File: src/rtl/cache_ctrl.sv
// cache_ctrl: sequences CPU requests against a single-cycle registered cache
// stage and a handshaked backing memory. Reads look up the cache and fall back
// to memory on a miss (filling the cache); writes go to the cache and then
// through to memory; flush clears the cache and the hit/miss statistics.
//
// Ports:
//   clk, reset              clock, asynchronous active-low reset
//   cpu_req/op/tag/wdata    CPU request (accepted only while cpu_ready=1)
//   cpu_ready               high only while idle
//   cpu_valid/rdata/hit     one-cycle completion pulse with read data and hit flag
//   cache_vector            {opcode,tag,data} command to the cache stage
//   cache_enable            active-low cache strobe
//   cache_data, cache_hit   registered cache result (1-cycle latency)
//   mem_req/we/addr/wdata   backing-memory request
//   mem_rdata, mem_ack      backing-memory response
//   hit_count, miss_count   saturating read statistics
module cache_ctrl #(
    parameter int TAG_WIDTH    = 4,
    parameter int DATA_WIDTH   = 8,
    parameter int OPCODE_WIDTH = 2
) (
    input  logic                                       clk,
    input  logic                                       reset,
    input  logic                                       cpu_req,
    input  logic [1:0]                                 cpu_op,
    input  logic [TAG_WIDTH-1:0]                       cpu_tag,
    input  logic [DATA_WIDTH-1:0]                      cpu_wdata,
    output logic                                       cpu_ready,
    output logic                                       cpu_valid,
    output logic [DATA_WIDTH-1:0]                      cpu_rdata,
    output logic                                       cpu_hit,
    output logic [OPCODE_WIDTH+TAG_WIDTH+DATA_WIDTH-1:0] cache_vector,
    output logic                                       cache_enable,
    input  logic [DATA_WIDTH-1:0]                      cache_data,
    input  logic                                       cache_hit,
    output logic                                       mem_req,
    output logic                                       mem_we,
    output logic [TAG_WIDTH-1:0]                       mem_addr,
    output logic [DATA_WIDTH-1:0]                      mem_wdata,
    input  logic [DATA_WIDTH-1:0]                      mem_rdata,
    input  logic                                       mem_ack,
    output logic [15:0]                                hit_count,
    output logic [15:0]                                miss_count
);

    localparam int LINE_WIDTH = OPCODE_WIDTH + TAG_WIDTH + DATA_WIDTH;

    localparam logic [1:0] CPU_FLUSH = 2'b00;
    localparam logic [1:0] CPU_READ  = 2'b01;
    localparam logic [1:0] CPU_WRITE = 2'b10;

    localparam logic [OPCODE_WIDTH-1:0] CACHE_FLUSH = OPCODE_WIDTH'(0);
    localparam logic [OPCODE_WIDTH-1:0] CACHE_READ  = OPCODE_WIDTH'(1);
    localparam logic [OPCODE_WIDTH-1:0] CACHE_WRITE = OPCODE_WIDTH'(2);

    typedef enum logic [3:0] {
        IDLE, LOOKUP, CHECK, MEM_RD, FILL, WR_CACHE, WR_MEM, FLUSH, RESP
    } state_t;

    state_t                 state_q, state_d;
    logic [TAG_WIDTH-1:0]   tag_q;
    logic [DATA_WIDTH-1:0]  wdata_q;
    logic [DATA_WIDTH-1:0]  fill_q;

    // Statistics stick at all-ones instead of wrapping back to zero.
    function automatic logic [15:0] sat_inc(input logic [15:0] v);
        return (v == 16'hFFFF) ? v : v + 16'd1;
    endfunction

    // Next state and all command outputs decode from the current state, so an
    // asynchronous reset silences the cache and memory ports immediately.
    always_comb begin
        state_d      = state_q;
        cpu_ready    = 1'b0;
        cpu_valid    = 1'b0;
        cache_enable = 1'b1;
        cache_vector = '0;
        mem_req      = 1'b0;
        mem_we       = 1'b0;
        mem_addr     = '0;
        mem_wdata    = '0;
        case (state_q)
            IDLE: begin
                cpu_ready = 1'b1;
                if (cpu_req) begin
                    case (cpu_op)
                        CPU_READ:  state_d = LOOKUP;
                        CPU_WRITE: state_d = WR_CACHE;
                        CPU_FLUSH: state_d = FLUSH;
                        default:   state_d = RESP;
                    endcase
                end
            end
            LOOKUP: begin
                cache_enable = 1'b0;
                cache_vector = {CACHE_READ, tag_q, {DATA_WIDTH{1'b0}}};
                state_d      = CHECK;
            end
            CHECK: state_d = cache_hit ? RESP : MEM_RD;
            MEM_RD: begin
                mem_req  = 1'b1;
                mem_addr = tag_q;
                if (mem_ack) state_d = FILL;
            end
            FILL: begin
                cache_enable = 1'b0;
                cache_vector = {CACHE_WRITE, tag_q, fill_q};
                state_d      = RESP;
            end
            WR_CACHE: begin
                cache_enable = 1'b0;
                cache_vector = {CACHE_WRITE, tag_q, wdata_q};
                state_d      = WR_MEM;
            end
            WR_MEM: begin
                mem_req   = 1'b1;
                mem_we    = 1'b1;
                mem_addr  = tag_q;
                mem_wdata = wdata_q;
                if (mem_ack) state_d = RESP;
            end
            FLUSH: begin
                cache_enable = 1'b0;
                cache_vector = {CACHE_FLUSH, {TAG_WIDTH{1'b0}}, {DATA_WIDTH{1'b0}}};
                state_d      = RESP;
            end
            RESP: begin
                cpu_valid = 1'b1;
                state_d   = IDLE;
            end
            default: state_d = IDLE;
        endcase
    end

    always_ff @(posedge clk or negedge reset) begin
        if (!reset) begin
            state_q    <= IDLE;
            tag_q      <= '0;
            wdata_q    <= '0;
            fill_q     <= '0;
            cpu_rdata  <= '0;
            cpu_hit    <= 1'b0;
            hit_count  <= '0;
            miss_count <= '0;
        end else begin
            state_q <= state_d;
            case (state_q)
                IDLE: begin
                    if (cpu_req) begin
                        tag_q     <= cpu_tag;
                        wdata_q   <= cpu_wdata;
                        // Everything except a read hit or fill reports zero data, no hit.
                        cpu_rdata <= '0;
                        cpu_hit   <= 1'b0;
                    end
                end
                CHECK: begin
                    if (cache_hit) begin
                        cpu_rdata <= cache_data;
                        cpu_hit   <= 1'b1;
                        hit_count <= sat_inc(hit_count);
                    end else begin
                        miss_count <= sat_inc(miss_count);
                    end
                end
                MEM_RD: if (mem_ack) fill_q <= mem_rdata;
                FILL: begin
                    cpu_rdata <= fill_q;
                    cpu_hit   <= 1'b0;
                end
                FLUSH: begin
                    hit_count  <= '0;
                    miss_count <= '0;
                end
                default: ;
            endcase
        end
    end

endmodule
File: config.mk
export PLATFORM = sky130hd
export DESIGN_NAME = cache_ctrl
export DESIGN_NICKNAME = d
export VERILOG_FILES = /design/src/rtl/cache_ctrl.sv
export SDC_FILE = /design/constraint.sdc
export NUM_CORES = 1
export LEC_CHECK = 0
export ABC_AREA = 1
export BUFFER_PORTS_ARGS = -buffer_cell sky130_fd_sc_hd__buf_2
export CORE_MARGIN = 2
export CORE_UTILIZATION = 35
export CTS_BUF_LIST = sky130_fd_sc_hd__clkbuf_8
export DETAILED_ROUTE_END_ITERATION = 7
export GPL_ROUTABILITY_DRIVEN = 1
export PLACE_DENSITY = 0.61
export SKIP_LAST_GASP = 1
export SYNTH_ARGS = -nofsm -noshare
export SYNTH_HDL_FRONTEND = slang
export SYNTH_SLANG_ARGS = --single-unit
File: constraint.sdc
create_clock -name clk -period 2.8 [get_ports clk]
set_input_delay 0.14 -clock clk [delete_from_list [all_inputs] [get_ports clk]]
set_output_delay 0.14 -clock clk [all_outputs]
set_load 0.02 [all_outputs]
# After elaboration in Yosys (flattened, before gate mapping)
# Index checks and enable logic that the tools add are counted.
[op_classes] n_eq_ne=19 muxes=26 n_reduce_logical=13 n_addsub=2
[op_table] operator="2-to-1 mux 16 bit" count=4
[op_table] operator="case mux 16 bit (2 select lines)" count=2
[op_table] operator="case mux 14 bit (3 select lines)" count=1
[op_table] operator="adder 16 x 1 -> 16 bit, second input constant" count=2
[op_table] operator="== test 16 bit, second input constant" count=2
[op_table] operator="case mux 4 bit (7 select lines)" count=1
[op_table] operator="2-to-1 mux 8 bit" count=3
[op_table] operator="case mux 8 bit (3 select lines)" count=1
[op_table] operator="2-to-1 mux 4 bit" count=5
[op_table] operator="== test 4 x 3 -> 1 bit, second input constant" count=4
[op_table] operator="!= test 2 bit, second input constant" count=7
[op_table] operator="case mux 4 bit (3 select lines)" count=1
[op_table] operator="AND reduction 3 bit" count=4
[op_table] operator="== test 4 x 2 -> 1 bit, second input constant" count=2
[op_table] operator="2-to-1 mux 1 bit" count=7
[op_table] operator="== test 4 x 1 -> 1 bit, second input constant" count=1
[op_table] operator="== test 4 bit, second input constant" count=1
[op_table] operator="logical NOT 4 bit" count=1
[op_table] operator="AND reduction 2 bit" count=2
[op_table] operator="OR reduction 2 bit" count=2
[op_table] operator="OR reduction 4 bit" count=1
[op_table] operator="case mux 1 bit (3 select lines)" count=1
[op_table] operator="nonzero test 3 bit" count=1
[op_table] operator="== test 2 x 1 -> 1 bit, second input constant" count=1
[op_table] operator="other kinds (3)" count=3
[word_totals] out_inout_bits=72 register_bits=65 in_bits=35

# Depth between registers and ports, before layout
[depth] word_depth=4 depth_mapped=10

# Worst setup path before layout
# Ideal clock, no wire load.
[synth_path] path_kind="register to register" from="reg hit_count[0]" to="reg hit_count[0]" arrival_time_ns=1.577 stages_incl_launch_ff=10 setup_time_ns=0.128 setup_slack_ns=1.095 required_ns=2.672 cell_sequence="dfrtp_1 > ha_1 > nand2_1 > nor2_2 > nand2_1 > nor2_1 > nand2_2 > nand3_1 > buf_6 > o21ai_2"
[synth_between] elab_chain_len=4
[synth_lines] element="from (decl)" line_no="42" text="output logic [15:0] hit_count,"
[synth_lines] element="from (signal assigned)" line_no="161" text="hit_count <= sat_inc(hit_count);"
[synth_lines] element="adder 16 x 1 -> 16 bit" line_no="67" text="return (v == 16'hFFFF) ? v : v + 16'd1;"
[synth_lines] element="2-to-1 mux 16 bit" line_no="67"
[synth_lines] element="2-to-1 mux 16 bit" line_no="158" text="if (cache_hit) begin"
[synth_lines] element="case mux 16 bit (2 select lines)" line_no="147" text="case (state_q)"
# Several ways; a longest one is shown, not always the timed one. The select of a mux whose other input is x is not followed.
# A chain may end at the register's enable or synchronous reset.

# Worst setup path in the final report
[layout_path] from="reg state_q[3]" to="out cache_vector[7]"
[layout_between] elab_chain_len=2
[layout_lines] element="from (decl)" line_no="60" text="state_t state_q, state_d;"
[layout_lines] element="from (signal assigned)" line_no="146" text="state_q <= state_d;"
[layout_lines] element="== test 4 x 3 -> 1 bit or == test 4 x 1 -> 1 bit (tied branches)" line_no="82" text="case (state_q)"
[layout_lines] element="case mux 14 bit (3 select lines) (*)" line_no="82"
[layout_lines] element="to (decl)" line_no="32" text="output logic [OPCODE_WIDTH+TAG_WIDTH+DATA_WIDTH-1:0] cache_vector,"
# Mark *: on every way between the ends. The rest lies on a longest branch, timed or not.

==> results.txt <==
* Remaining Overflow, GRT: 0
* Post-layout min period: ~2.3 ns
- Counting along the longest clock path gives a buffer depth of 2.
* Switching share of power: 0.423
* Clock latency of the later-clocked register in the worst-skew pair: approximately 0.36 ns
* Worst relative slew slack: 0.514
- Dividing the detail-routed via count by the number of cells gives about 4.7.
- Max incr delay on CP: between 0.4 and 0.5 ns
- Site row count: 37
- Area growth from synthesis to layout: 29.3%
* Synthesized net count: approximately 500
- Counting buffers and inverters, the worst setup path is 6 cells deep.
- During placement, the flow inserted port buffers numbering 106.
- CP Launch Type: flop
- Number of storage elements in the synthesis netlist: between 60 and 70
* Leading cell type in the layout, fill and taps excluded: sky130_fd_sc_hd__nand2_1
- CP delay by family, top: simple AND/OR/NAND/NOR gates
* Worst path arrival time: around 2.1 ns
* Die Y: roughly 110 um
- Along the worst path, the maximum fanout reaches 8.
* Boundary Pins: around 110
- TritonCTS buffer count: 9
* Switching power: between 1500 and 2000 uW
- Of the total power, registers draw 0.356.
- Main synth FF type: sky130_fd_sc_hd__dfrtp_1
* Worst min-delay path category: in2reg
- Across every metal layer, demand over resource in global routing totals 0.185.
- In the routed design, unresolved DRC markers number 0.
- The final-report max-slew violation count came to 0.
- Setup repair after global routing missed its margin: no
- Effective utilization at floorplan: 0.357
- Synth async-reset ratio: 1.00
- The routed layout has 3521 vias.
- Period utilisation layout: 0.805
- In this run the clock root is driven by a sky130_fd_sc_hd__clkbuf_8.
* Final number of hold-violating endpoints: 0
- The critical path is of the reg2out type.
- Startpoint of the worst hold path: cpu_wdata[0]
- In the layout the commonest cells are sky130_fd_sc_hd__nand2_1, sky130_fd_sc_hd__buf_2, sky130_fd_sc_hd__nor2_1.
- The region available for standard cell placement spans ~10000 um^2.
- Kind of end point of the critical path: output pin
- Across all register-to-register paths, the minimum setup slack is 0.74 ns.
- Wire per inst: 12.8 um
- H-tree levels: 3
- Fraction of power consumed by the clock network: 0.243
* Power Density: between 800 and 900 nW/um^2
* Final count of negative-setup-slack endpoints: 0
- Post-synth cell types: 31
* Lkg Pwr: approximately 0.0025 uW
* Reg2reg start: hit_count[0]
- In this run the worst setup path terminates at cache_vector[7].
- Remaining antenna violation count after routing: 0
* Clock tree from TritonCTS: done
- Detailed-route wire length: 9540 um
- Each instance of the synthesized netlist takes up on average roughly 7.7 um^2.
- The first global-routing pass estimated approximately 17000 um of wire.
- Antenna violations before repair: 0
- The worst-case IR drop observed on VDD is 0.507 mV.
- Yosys warning count: 0
* Die width: 106 um
* Cell Area, Synth: 3630 um^2
- Crit path cell chain: nor2_4 -> inv_1 -> nor2_1 -> nand2_1 -> o21ai_0 -> buf_2
- Number of enable flip-flop cells after synthesis: 0
- Clock skew on the completed layout was measured at between 0.007 and 0.008 ns.
- Clock-pin slew on the worst setup and hold paths: ~0.080 ns
- Counting every instance in the synthesized netlist gives 474.
- Final Net Count: between 600 and 700
- Total negative setup slack: 0 ns
- The number of antenna diodes in the final layout is 0.
- Maximum number of pins on one net before global-route repair: 25
- Number of buffers and inverters on the critical path: 2
- Tracing the worst setup path back leads to its startpoint at state_q[3].
- In this run the critical register-to-register path is captured at hit_count[5].
- At the worst endpoint, the required time is 2.66 ns.
* FMAX: 444 MHz
- Internal cell power: 2180 uW
* Sequential cell area fraction in the yosys report: 0.448
* CP max stage cell: sky130_fd_sc_hd__nor2_1
* Number of cells on the worst reg-to-reg path: 8
* Status: finished clean
- Worst Max-Slew Pin Slew: 0.728 ns
- Share of layout cells above drive strength 1: 0.271
* Sink Count: between 60 and 70
- After detailed placement, the design holds a cell count of 710.
- Max-cap violations in this run came to 0.
- The first detailed-routing pass ran for 4 iterations.
- Via count of the first global-routing pass: ~3.5k
- Of the total power, combinational logic draws 0.401.
- Post-route non-filler standard cell count: roughly 740
* Post-detail-place hpwl: between 7000 and 8000 um
- At the end of routability-driven placement, the weighted congestion stood at between 0.8 and 0.9.
- DR iter-0 viols: 74
- Die outline area: between 10000 and 15000 um^2
==> layout make-up <==
type | instances | area, um^2
clock buffers | 9 | 124
clock inverters | 7 | 104
multi-input cells | 357 | 1780
inverters | 44 | 166
well taps | 136 | 170
repair buffers | 126 | 726
fillers | 1051 | 5490
flip-flops and latches | 65 | 1630
==> state kept, by name, indices dropped and copies added, names as in the netlist <==
signal and cells:
hit_count 16, miss_count 16, state_q 4, cpu_hit 1, tag_q 4, wdata_q 8, cpu_rdata 8, fill_q 8
==> cells in the mapped netlist, types with 3 or more instances <==
cell / number / area share
sky130_fd_sc_hd__o21ai_0: 15 / 0.021
sky130_fd_sc_hd__inv_1: 39 / 0.040
sky130_fd_sc_hd__inv_2: 4 / 0.0041
sky130_fd_sc_hd__nand2_1: 140 / 0.14
sky130_fd_sc_hd__a21oi_1: 13 / 0.018
sky130_fd_sc_hd__xor2_1: 10 / 0.024
sky130_fd_sc_hd__nand2_4: 4 / 0.012
sky130_fd_sc_hd__nor2_2: 4 / 0.0069
sky130_fd_sc_hd__nor2_1: 70 / 0.072
sky130_fd_sc_hd__nand2_2: 3 / 0.0052
sky130_fd_sc_hd__nand3_1: 39 / 0.054
sky130_fd_sc_hd__xnor2_1: 6 / 0.014
sky130_fd_sc_hd__nor2_4: 4 / 0.012
sky130_fd_sc_hd__nor3_1: 3 / 0.0041
sky130_fd_sc_hd__mux2_2: 8 / 0.025
sky130_fd_sc_hd__o21ai_2: 10 / 0.024
sky130_fd_sc_hd__buf_6: 3 / 0.0093
sky130_fd_sc_hd__o21bai_1: 3 / 0.0062
sky130_fd_sc_hd__dfrtp_1: 65 / 0.45
sky130_fd_sc_hd__o21ai_1: 12 / 0.017
sky130_fd_sc_hd__nand4_1: 6 / 0.010
==> routing by layer <==
layer	vias up	GRT usage	wire, um
li1	1774	-	-
met4	0	0.0874	210
met5	-	0	0
met1	1634	0.230	4250
met2	98	0.304	4480
met3	15	0.0441	609
==> metrics by stage <==
step	hold WS [ns]	utilization	setup WS, ns	area, um^2	power, uW
2_1_floorplan	-0.156	-	1.10	3630	2430
3_3_place_gp	0.133	0.421	0.838	4290	2840
3_5_place_dp	0.145	0.421	0.731	4290	2880
4_1_cts	0.00872	0.461	0.526	4700	3830
5_1_grt	0.0304	0.461	0.338	4700	4070
6_report	0.0247	0.461	0.546	4700	3780
==> power groups by stage <==
stage | Sequential (uW) | Clock (uW) | Combinational [uW]
after floorplan | 1440 | 0 | 990
after global placement | 1350 | 0 | 1490
after detailed placement | 1360 | 0 | 1510
after CTS | 1350 | 944 | 1540
after global routing | 1390 | 985 | 1700
final | 1350 | 919 | 1520
==> worst min-delay path by stage <==
stage	endpoint	cells after the start	slack, ns
final	wdata_q[0]	3	0.02
after global routing	wdata_q[2]	3	0.03
after CTS	wdata_q[5]	3	0.009
after detailed placement	tag_q[3]	1	0.15
after global placement	tag_q[3]	1	0.13
after floorplan	cpu_hit	0	-0.16
==> logic make-up (layout without fill, tap and decap cells) <==
kind of cell / Yosys count / in the layout / synth area share
simple gates: 277 / 277 / 0.333
mux: 8 / 8 / 0.0248
compound gates: 54 / 54 / 0.0871
buf+inv: 52 / 186 / 0.0620
xor+xnor: 16 / 16 / 0.0386
flops: 65 / 65 / 0.448
fa+ha+maj: 2 / 2 / 0.00688
==> worst min-delay path: cells and delay by family <==
family	cells	cell delay, ns
simple gates	1	0.03
compound gates	1	0.10
buf+inv	1	0.07
==> repair_timing <==
action | CTS | global route
setup buffers | 0 | 0
resized for setup | 0 | 0
hold buffers | 18 | 0
endpoints found under the hold margin | 37 | 0
(Power assumes the default switching activity.)
